**src/rtl/loader_pkg.sv**
```systemverilog
// Shared types for the instruction-memory loader: FSM state encoding and the
// default number of byte lanes per written word.
package loader_pkg;

  typedef enum logic [1:0] {
    S_IDLE  = 2'd0,
    S_RECV  = 2'd1,
    S_WRITE = 2'd2,
    S_DONE  = 2'd3
  } state_t;

  localparam int N_BYTES = 4;

endpackage

```
**src/rtl/byte_packer.sv**
```systemverilog
// Assembles a little-endian word one byte at a time; exposes the word and lane
// strobes including the byte being pushed this cycle.
module byte_packer
  import loader_pkg::*;
#(
  parameter int LAU = 8,
  parameter int NB  = N_BYTES
) (
  input  logic              clk_i,
  input  logic              rst_i,
  input  logic              clear_i,
  input  logic              push_i,
  input  logic [LAU-1:0]    byte_i,
  output logic              last_lane_o,
  output logic [NB*LAU-1:0] word_next_o,
  output logic [NB-1:0]     strb_next_o
);

  localparam int LW = (NB > 1) ? $clog2(NB) : 1;

  logic [LW-1:0]     lane;
  logic [NB*LAU-1:0] word;
  logic [NB-1:0]     strb;

  assign last_lane_o = (lane == LW'(NB - 1));

  always_comb begin
    word_next_o = word;
    strb_next_o = strb;
    if (push_i) begin
      word_next_o[lane*LAU +: LAU] = byte_i;
      strb_next_o[lane]            = 1'b1;
    end
  end

  always_ff @(posedge clk_i) begin
    if (rst_i || clear_i) begin
      lane <= '0;
      word <= '0;
      strb <= '0;
    end else if (push_i) begin
      lane <= lane + LW'(1);
      word <= word_next_o;
      strb <= strb_next_o;
    end
  end

endmodule

```
**src/rtl/imem_loader.sv**
```systemverilog
// Streams an image byte-by-byte into word writes of instruction memory and
// holds the core in reset until the whole image has been written.
//
// state | meaning
// IDLE  | waiting for start, core held in reset
// RECV  | accepting image bytes into the packer
// WRITE | one-cycle memory write of the assembled word
// DONE  | image written, core released
module imem_loader
  import loader_pkg::*;
#(
  parameter int DATA_WIDTH = 32,
  parameter int ADDR_WIDTH = 32,
  parameter int LAU        = 8
) (
  input  logic                      clk_i,
  input  logic                      rst_i,
  input  logic                      start_i,
  input  logic [ADDR_WIDTH-1:0]     base_addr_i,
  input  logic [ADDR_WIDTH-1:0]     len_i,
  input  logic                      byte_valid_i,
  input  logic [LAU-1:0]            byte_data_i,
  output logic                      byte_ready_o,
  output logic                      we_o,
  output logic [ADDR_WIDTH-1:0]     waddr_o,
  output logic [DATA_WIDTH-1:0]     wdata_o,
  output logic [DATA_WIDTH/LAU-1:0] wstrb_o,
  output logic                      busy_o,
  output logic                      done_o,
  output logic                      core_rst_o
);

  localparam int NB = DATA_WIDTH / LAU;
  localparam int SH = $clog2(NB);

  state_t                state;
  logic [ADDR_WIDTH-1:0] base;
  logic [ADDR_WIDTH-1:0] len;
  logic [ADDR_WIDTH-1:0] byte_cnt;
  logic [ADDR_WIDTH-1:0] word_cnt;

  logic              xfer;
  logic              pk_clear;
  logic              last_lane;
  logic [NB*LAU-1:0] word_next;
  logic [NB-1:0]     strb_next;

  // byte_ready_o is only ever high while in RECV, so it alone qualifies a transfer
  assign xfer     = byte_valid_i && byte_ready_o;
  assign pk_clear = (state == S_WRITE) ||
                    (((state == S_IDLE) || (state == S_DONE)) && start_i);

  byte_packer #(
    .LAU (LAU),
    .NB  (NB)
  ) u_packer (
    .clk_i       (clk_i),
    .rst_i       (rst_i),
    .clear_i     (pk_clear),
    .push_i      (xfer),
    .byte_i      (byte_data_i),
    .last_lane_o (last_lane),
    .word_next_o (word_next),
    .strb_next_o (strb_next)
  );

  always_ff @(posedge clk_i) begin
    if (rst_i) begin
      state        <= S_IDLE;
      base         <= '0;
      len          <= '0;
      byte_cnt     <= '0;
      word_cnt     <= '0;
      byte_ready_o <= 1'b0;
      we_o         <= 1'b0;
      waddr_o      <= '0;
      wdata_o      <= '0;
      wstrb_o      <= '0;
      busy_o       <= 1'b0;
      done_o       <= 1'b0;
      core_rst_o   <= 1'b1;
    end else begin
      we_o    <= 1'b0;
      wstrb_o <= '0;
      case (state)
        S_IDLE, S_DONE: begin
          if (start_i) begin
            base     <= base_addr_i & ~ADDR_WIDTH'(NB - 1);
            len      <= len_i;
            byte_cnt <= '0;
            word_cnt <= '0;
            if (len_i == '0) begin
              state        <= S_DONE;
              byte_ready_o <= 1'b0;
              busy_o       <= 1'b0;
              done_o       <= 1'b1;
              core_rst_o   <= 1'b0;
            end else begin
              state        <= S_RECV;
              byte_ready_o <= 1'b1;
              busy_o       <= 1'b1;
              done_o       <= 1'b0;
              core_rst_o   <= 1'b1;
            end
          end
        end
        S_RECV: begin
          if (xfer) begin
            byte_cnt <= byte_cnt + ADDR_WIDTH'(1);
            if (last_lane || (byte_cnt + ADDR_WIDTH'(1) == len)) begin
              state        <= S_WRITE;
              byte_ready_o <= 1'b0;
              we_o         <= 1'b1;
              waddr_o      <= base + (word_cnt << SH);
              wdata_o      <= word_next;
              wstrb_o      <= strb_next;
            end
          end
        end
        S_WRITE: begin
          word_cnt <= word_cnt + ADDR_WIDTH'(1);
          if (byte_cnt == len) begin
            state        <= S_DONE;
            busy_o       <= 1'b0;
            done_o       <= 1'b1;
            core_rst_o   <= 1'b0;
          end else begin
            state        <= S_RECV;
            byte_ready_o <= 1'b1;
          end
        end
        default: state <= S_IDLE;
      endcase
    end
  end

endmodule

```
**config.mk**
```make
export PLATFORM = sky130hd
export DESIGN_NAME = imem_loader
export DESIGN_NICKNAME = d
export VERILOG_FILES = /design/src/rtl/loader_pkg.sv /design/src/rtl/byte_packer.sv /design/src/rtl/imem_loader.sv
export SDC_FILE = /design/constraint.sdc
export NUM_CORES = 1
export LEC_CHECK = 0
export ABC_AREA = 1
export BUFFER_PORTS_ARGS = -buffer_cell sky130_fd_sc_hd__buf_2
export CORE_ASPECT_RATIO = 0.5
export CORE_MARGIN = 2
export CORE_UTILIZATION = 40
export DETAILED_ROUTE_END_ITERATION = 12
export HOLD_SLACK_MARGIN = 0.05
export SLEW_MARGIN = 10
export SYNTH_ARGS = -nofsm -noshare
export SYNTH_HDL_FRONTEND = slang
export SYNTH_HIERARCHICAL = 1
export SYNTH_SLANG_ARGS = --single-unit
```
**constraint.sdc**
```tcl
create_clock -name clk_i -period 4.7 [get_ports clk_i]
set_input_delay 0 -clock clk_i [delete_from_list [all_inputs] [get_ports clk_i]]
set_output_delay 0 -clock clk_i [all_outputs]
set_load 0.01 [all_outputs]
```
# --- After elaboration in Yosys (flattened, before gate mapping) ---
# Cells that the tools add are included.
op_classes:
  addsub: 5
  order_cmp: 2
  n_eq_ne: 11
  n_shift: 2
  n_mux: 26
  bitwise: 4
  n_reduce_logical: 21
ops:
  columns: ["operator", "n"]
  rows:
  - ["one-hot mux 32 bit (2 select lines)", 2]
  - ["adder 32 x 1 -> 32 bit, second input constant", 2]
  - ["equality test 32 bit", 2]
  - ["2-to-1 mux 32 bit", 2]
  - ["negator 5 -> 34 bit", 1]
  - ["variable shift 8 x 34 -> 32 bit, first input constant", 1]
  - ["indexed part select 8 x 34 -> 32 bit", 1]
  - ["adder 32 bit", 1]
  - ["bitwise mux 32 bit", 1]
  - ["zero test 32 bit", 1]
  - ["AND reduction 3 bit", 4]
  - ["2-to-1 mux 1 bit", 11]
  - ["2-to-1 mux 2 bit", 5]
  - ["equality test 2 bit, second input constant", 3]
  - ["inequality test 2 bit, second input constant", 3]
  - ["one-hot mux 2 bit (3 select lines)", 1]
  - ["logical OR 1 bit", 4]
  - ["inequality test 2 x 1 -> 1 bit, second input constant", 2]
  - ["OR 4 bit", 1]
  - ["one-hot mux 1 bit (2 select lines)", 2]
  - ["AND reduction 2 bit", 2]
  - ["AND reduction 4 bit", 1]
  - ["nonzero test 2 bit", 2]
  - ["OR reduction 4 bit", 1]
  - ["11 further kinds", 15]
totals:
  register_bits: 239
  in_bits: 76
  out_inout_bits: 73
  word_cells: 87

# --- Logic depth before layout (Yosys ltp) ---
# Gate-level depths: netlist (run 1).
logic_depth:
  word_depth: 6
  mapped_depth: 21
  mapped_depth_nobuf: 21

# --- Hierarchy ---
# The synthesis (run 1) kept the hierarchy.
by_module_without_submodules:
  columns: ["module", "instances", "cells_each", "area_each_um2", "seq_area_each_um2"]
  rows:
  - ["imem_loader", 1, 1585, 10835.4, 3943.8]
  - ["byte_packer", 1, 261, 1793.0, 760.7]

# --- Worst setup path before layout (run 1) ---
# OpenSTA, ideal clock, no wires.
synth_path:
  kind: "register to register"
  from: "register state[0]"
  to: "register word_cnt[22]"
  setup_time_ps: 117
  arrival_ps: 2267
  required_time_ps: 4583
  path_slack_ps: 2317
  stages_incl_launch_ff: 18
  path_buffers: 0
  synth_period_minus_slack_ps: 2383
  cell_sequence: "dfxtp_1 -> inv_1 -> ha_1 -> nand2_1 -> inv_2 -> nor2_2 -> nor2_4 -> nand3_1 -> nor3_2 -> nand2_1 -> nor2_1 -> nand3_1 -> nor2_2 -> nand2_1 -> nor2_2 -> nand3_1 -> o21ai_1 -> nor2_1"
synth_via:
  elab_chain_cells: 4
  word_cells_on_any_way: 8
  classes_between: "eq/ne (3); mux (1); reduce/logical (4)"
synth_rtl:
  columns: ["item", "line_no", "source"]
  rows:
  - ["start, declared", "imem_loader.sv:36", "state_t state;"]
  - ["start signal, assigned", "imem_loader.sv:69", "state <= S_IDLE;"]
  - ["start signal, assigned", "imem_loader.sv:93", "state <= S_DONE;"]
  - ["start signal, assigned", "imem_loader.sv:99", "state <= S_RECV;"]
  - ["equality test 2 bit / zero test 2 bit (equally long branches)", "imem_loader.sv:85", "case (state)"]
  - ["OR reduction 2 bit", "imem_loader.sv:85", null]
  - ["inequality test 2 bit (no line) / nonzero test 2 bit (equally long branches)", null, null]
  - ["AND reduction 2 bit (no line)", null, null]
  - ["end signal, assigned", "imem_loader.sv:121", "word_cnt <= word_cnt + ADDR_WIDTH'(1);"]
  - ["end, declared", "imem_loader.sv:40", "logic [ADDR_WIDTH-1:0] word_cnt;"]
# Parallel ways exist; a longest one is shown, timed or not.
# A chain may end at the register's enable or synchronous reset.

# --- Final worst setup path (run 1) ---
layout_path:
  from: "register word_cnt[0]"
  to: "register waddr_o[26]"
layout_via:
  elab_chain_cells: 1
layout_rtl:
  columns: ["item", "line_no", "source"]
  rows:
  - ["adder 32 bit", "imem_loader.sv:114", "waddr_o <= base + (word_cnt << SH);"]
  - ["end signal, assigned", "imem_loader.sv:114", null]
  - ["end, declared", "imem_loader.sv:25", "output logic [ADDR_WIDTH-1:0] waddr_o,"]
# Every way passes these cells.

==> impl_metrics.toml, run 1 <==
[outcome]
outcome = "finished, final reports clean"

[clock_tree]
cts_made_buffers = 24
cts_buffer_depth = 3
cts-resized-gates = 0
cts.reportedPaths.clkPinSlew_ps = 70
clk-insertion-delay-late_ps = 550
root_buffer = "clkbuf_16"
clock_sinks = 235
cts_tree = "yes"
htreeDepth = 1

[critical_path]
cp_max_fo = 5
timing.rr.end = "waddr_o[26]$_SDFFE_PP0P_"
start_kind = "flop"
cp_num_buf_inv = 3
crit_path_top_delay_cell = "o21ai_0"
max_stage_delay_ps = 600
crit_arrival_ps = 3640
r2r-start = "word_cnt[0]$_SDFFE_PP0P_"
cp-startpoint = "word_cnt[0]$_SDFFE_PP0P_"
cp.depth = 14
cp_cell_sequence = "ha_1 -> inv_1 -> fa_1 -> o21ai_0 -> a21boi_0 -> inv_1 -> nand3_1 -> nand3_1 -> nand3_1 -> nand2_1 -> xnor2_1 -> o21ai_1 -> nand2_1 -> inv_1"
cp-end-kind = "flop"
criticalPathCategory = "reg -> reg"
reg2regPathDepth = 14
r2r_slack_ps = 1520
crit_family = "compound AO/OA/AOI/OAI gates"
crit_required_ps = 5150

[timing]
finalClockSkew_ps = 29.0
setup_viol = 0
finalHoldViolations = 0
tns_ps = 0
rsz0062_at_grt = "no"
slew_violations = 0
fmax_mhz = 314
worst_pin_slew_ps = 1110
fin_ws_ps = 1520
maxSlewHeadroom_pct = 26.0
finalCriticalPeriod_ps = 3180
whs_ps = 140
min_period_over_period_pct = 67.8

[synth]
synth_cells = 1846
yosysMostFrequentCell = "nand2_1"
synth-seq-cells = 235
ys_seq_area_share_pct = 37.3
synth_edf_count = 0
syn_area_per_cell_sq_um = 6.84
yosysTopAreaCellShare_pct = 37.3
ys_top_cells_by_area = "dfxtp_1 (37%), nand2_1 (12%), nor2_1 (10%), o21ai_0 (6.1%), a21oi_1 (5.3%)"
ys_types = 50
synth_async_sr_flop_share_pct = 0
synthTopCellsByCount = "nand2_1 (390), nor2_1 (336), dfxtp_1 (235), o21ai_0 (153), inv_1 (146)"
ys.warnings.count = 6
yosys_most_used_dff = "dfxtp_1"
yosysTopAreaCell = "dfxtp_1"
syn_area_sq_um = 12600

[floorplanning]
start_util_pct = 41.2
num_rows = 45
dieArea_sq_um = 33100
die_h_um = 130
fp.dieW_um = 255
ioPinCount = 149
core_sq_um = 30700

[global_route]
grt_pass1_wl_um = 59100
track_usage_pct = 22.2
antenna_found_initial = 0
grt_overflow = 0
grt_pass1_vias = 11500
grt_max_degree = 105

[power]
p_per_area_nw_per_um2 = 395
peakVddDrop_mv = 0.280
p_leak_uw = 0.00687

[placed_design]
gp_congestion = 0.925
port_buffers = 144
dpl_worst_slack_ps = 1490
dpl.hpwl_um = 26100
placedInstanceArea_sq_um = 13700

[route]
ant_nets = 0
wirelength_um = 36800
wl_per_cell_um = 14.8
dr.pass1.iters = 5
vias = 12300
drc = 0
vias_per_cell = 4.96
drt-initial-drc-count = 863

[min_path]
worstHoldStart = "byte_valid_i"
hold_end = "state[0]$_SDFFE_PP0P_"
hold_path_class = "in -> reg"
min_path_cells = 8

[finish]
drive_gt1_share_pct = 11.8
nNetsFinal = 2168
synthToLayoutAreaGrowth_pct = 21.1
n_antenna_cell = 0
multi_input_area_sq_um = 7020
finalInstanceArea_sq_um = 15300
seq_area_sq_um = 4700
fillCellCount = 3102

[run]
maxCapViolCount = 0
-- routing by layer --
layer,up-vias,wire length (um),part of all wire [%],global-route usage (%)
li1,6436,-,-,-
met1,5583,18200,49,31.9
met2,256,16100,44,34.6
met3,59,1640,4.4,3.66
met4,0,907,2.5,5.85
met5,-,0,0,0
-- state kept, by name, indices dropped and copies added (netlist names) --
name and cells:
base 30, busy_o 1, byte_cnt 32, byte_ready_o 1
core_rst_o 1, done_o 1, len 32, state 2
u_packer/lane 2, u_packer/strb 4, u_packer/word 32, waddr_o 30
wdata_o 32, we_o 1, word_cnt 30, wstrb_o 4
-- worst max-delay path by stage --
stage	endpoint
5_1_grt	waddr_o[26]$_SDFFE_PP0P_
6_report	waddr_o[26]$_SDFFE_PP0P_
3_3_place_gp	waddr_o[26]$_SDFFE_PP0P_
2_1_floorplan	word_cnt[22]$_SDFFE_PP0P_
4_1_cts	waddr_o[26]$_SDFFE_PP0P_
3_5_place_dp	waddr_o[26]$_SDFFE_PP0P_
-- worst min-delay path: stages --
cell	delay (ps)
buf_2	80
nand2_1	90
nand2_1	70
nand2_1	90
inv_1	130
nand3_1	90
nand2_1	60
a21oi_1	40
-- cells in the final DEF, fill, tap and decap left out, drive strengths merged, types with 5 or more instances in the layout --
master       count
buf            154
nor2           355
xor2            53
o21bai           6
dfxtp          235
dlygate4sd3     84
nand4           24
xnor2           21
ha              42
nor3            30
inv            156
or2              6
a31oi            5
nand2          397
nand3b           5
clkinv           9
a311oi           5
nor4            26
o21ai          160
nand3           91
a21o             6
a211oi           9
clkbuf          33
a21oi          135
-- cell type report --
class | count | share of cell area (%)
clock inverter | 9 | 0.761
timing repair buffer | 238 | 10.7
inverter | 159 | 3.94
sequential | 235 | 30.8
clock buffer | 33 | 4.47
tap | 423 | 3.46
multi-input combinational | 1391 | 45.9
-- power by group --
group,internal (uW),switching (uW)
Clock,1130,839
Sequential,2190,160
Combinational,566,1150
Total,3890,2150
-- stage by stage --
step	power [uW]	util (%)	cells
2_1_floorplan	3540	-	1847
3_3_place_gp	4030	44.5	2362
3_5_place_dp	4040	44.5	2362
4_1_cts	6100	49.9	2488
5_1_grt	6430	49.9	2488
6_report	6040	49.9	2488
-- cells by family (layout without fill, tap and decap cells) --
group / Yosys count / after routing / synth area share (%)
xor gates and xnor gates: 74 / 74 / 5.13
AOI/OAI and AO/OA: 334 / 334 / 14.0
other: 1 / 2 / 0.0297
buffers and inverters: 221 / 439 / 7.20
and+or+nand+nor: 938 / 938 / 32.0
DFF: 235 / 235 / 37.3
adders and majority gates: 43 / 43 / 4.32
-- what timing repair did --
action | 4_1_cts | 5_1_grt
setup buffers | 0 | 0
endpoints found under the hold margin | 114 | 0
endpoints found under the setup margin | 0 | 0
hold buffers | 84 | 0
No activity file was read; power rests on OpenSTA's default activity.
==> run 2, diff against run 1 <==
- clock period: 4.7 -> 3.1 ns (I/O delays scaled with it)
==> run 2 against run 1 <==
Worst hold slack gained 71 ps. Clock power is 59% higher. Global-route usage hardly changed. Fmax increased by 15%. First-iteration DRC count is 11% higher.
==> impl_metrics.toml, run 2 (synthesis results as in run 1) <==
[outcome]
outcome = "finished, final reports clean"

[global_route]
track_usage_pct = 22.2
antenna_found_initial = 0
grt_overflow = 0
grt_pass1_vias = 11300
grt_pass1_wl_um = 59000
grt_max_degree = 131

[timing]
finalCriticalPeriod_ps = 2780
setup_viol = 0
min_period_over_period_pct = 89.6
slew_violations = 0
worst_pin_slew_ps = 1160
finalClockSkew_ps = 21.3
maxSlewHeadroom_pct = 22.7
fmax_mhz = 360
finalHoldViolations = 0

[route]
wirelength_um = 37400
dr.pass1.iters = 5
highest_layer = "met4"
wl_met1_um = 18600
drt-initial-drc-count = 958
wl_per_cell_um = 15.0
vias = 12500
vias_per_cell = 5.01
met3_length_um = 1700
met2_length_um = 16400
drc = 0
ant_nets = 0

[clock_tree]
cts.reportedPaths.clkPinSlew_ps = 60
cts_buffer_depth = 3
clk-insertion-delay-late_ps = 530
cts_tree = "yes"
htreeDepth = 1
clock_sinks = 235
cts_made_buffers = 23
root_buffer = "clkbuf_16"

[critical_path]
cp-end-kind = "flop"
max_stage_delay_ps = 500
r2r_slack_ps = 320
cp_max_fo = 26
crit_required_ps = 3510
crit_arrival_ps = 3190
start_kind = "flop"
criticalPathCategory = "reg -> reg"
cp_cell_sequence = "nand2_1 -> nor2_1 -> nand2_2 -> nor2_8 -> nand3_1 -> nand2_1 -> nand2_1 -> nor2_1 -> nand3_1 -> nor2_1 -> nand2_1 -> nand2_2 -> nand2_8 -> clkbuf_16 -> o21ai_0 -> nor2_1"
crit_path_top_delay_cell = "dfxtp_1"
reg2regPathDepth = 16
r2r-start = "byte_cnt[7]$_SDFFE_PP0P_"
timing.rr.end = "waddr_o[18]$_SDFFE_PP0P_"

[floorplanning]
ioPinCount = 149
fp.dieW_um = 255
core_sq_um = 30700
die_h_um = 130
dieArea_sq_um = 33100
start_util_pct = 41.2
num_rows = 45

[power]
p_leak_uw = 0.00695
p_per_area_nw_per_um2 = 605
p_total_uw = 9330
peakVddDrop_mv = 0.367

[placed_design]
port_buffers = 144
placedInstanceArea_sq_um = 13800
placedCellCount = 2375
dpl.hpwl_um = 26200
gp_congestion = 0.898

[finish]
final_common_cell = "nand2_1"
fillCellCount = 3104
n_antenna_cell = 0
synthToLayoutAreaGrowth_pct = 22.2
finalInstanceArea_sq_um = 15400
drive_gt1_share_pct = 13.2
layout_common_cells = "nand2_1 (388), nor2_1 (333), dfxtp_1 (233), inv_1 (145), buf_2 (144)"
final_cells = 2494
nNetsFinal = 2174

[run]
maxCapViolCount = 0

[min_path]
hold_end = "u_packer/lane[1]$_SDFFE_PP0P_"
hold_path_class = "in -> reg"
worstHoldStart = "byte_valid_i"
min_path_cells = 4
[run 2: worst max path at each step]
stage,to,start,cells past startpoint
5_1_grt,waddr_o[18]$_SDFFE_PP0P_,byte_cnt[0]$_SDFFE_PP0P_,19
4_1_cts,waddr_o[17]$_SDFFE_PP0P_,byte_cnt[0]$_SDFFE_PP0P_,18
3_3_place_gp,waddr_o[31]$_SDFFE_PP0P_,byte_cnt[0]$_SDFFE_PP0P_,19
6_report,waddr_o[18]$_SDFFE_PP0P_,byte_cnt[7]$_SDFFE_PP0P_,16
3_5_place_dp,byte_cnt[23]$_SDFFE_PP0P_,state[0]$_SDFFE_PP0P_,10
2_1_floorplan,word_cnt[22]$_SDFFE_PP0P_,state[0]$_SDFFE_PP0P_,17
[run 2: cell type report]
cell class              count  area (sq um)  share of cell area (%)
clock inverters            14           206                    1.34
clock buffers              27           621                    4.02
multi-input cells        1391          7050                    45.7
inverters                 159           613                    3.97
well taps                 423           529                    3.43
repair buffers            244          1700                    11.0
repair inverters            1          8.76                  0.0567
flip-flops and latches    235          4710                    30.5
[run 2: layer usage]
metal | track usage (%) | vias up
met5 | 0 | -
met4 | 5.44 | 0
met3 | 2.79 | 49
met2 | 34.5 | 250
met1 | 32.6 | 5740
li1 | - | 6454
[run 2: power breakdown]
group | total (uW) | switching [uW] | internal, uW | leakage, uW
Sequential | 3560 | 237 | 3330 | 0.00191
Combinational | 2640 | 1780 | 862 | 0.00463
Clock | 3130 | 1270 | 1860 | 0.000413
Total | 9330 | 3290 | 6040 | 0.00695
[run 2: what timing repair did]
action	4_1_cts	5_1_grt
buffers inserted	0	4
hold buffers	72	0
gates resized for setup	0	35
setup endpoints to repair	0	75
endpoints found under the hold margin	108	0
[run 2: through the flow]
step | worst slack (ps) | TNS [ps] | hold WS, ps | util (%)
after floorplan | 717 | 0 | 163 | -
after global placement | 168 | 0 | 251 | 44.9
after detailed placement | 94.1 | 0 | 256 | 44.9
after CTS | 89.7 | 0 | 142 | 49.9
after global routing | -14.4 | -14.4 | 237 | 50.3
final | 323 | 0 | 210 | 50.3
[run 2: critical path, delay by kind of cell (launching register included)]
kind	cells	cell delay, ps
AOI/OAI and AO/OA	1	160
buffers and inverters	1	240
DFF	1	500
and+or+nand+nor	14	1730
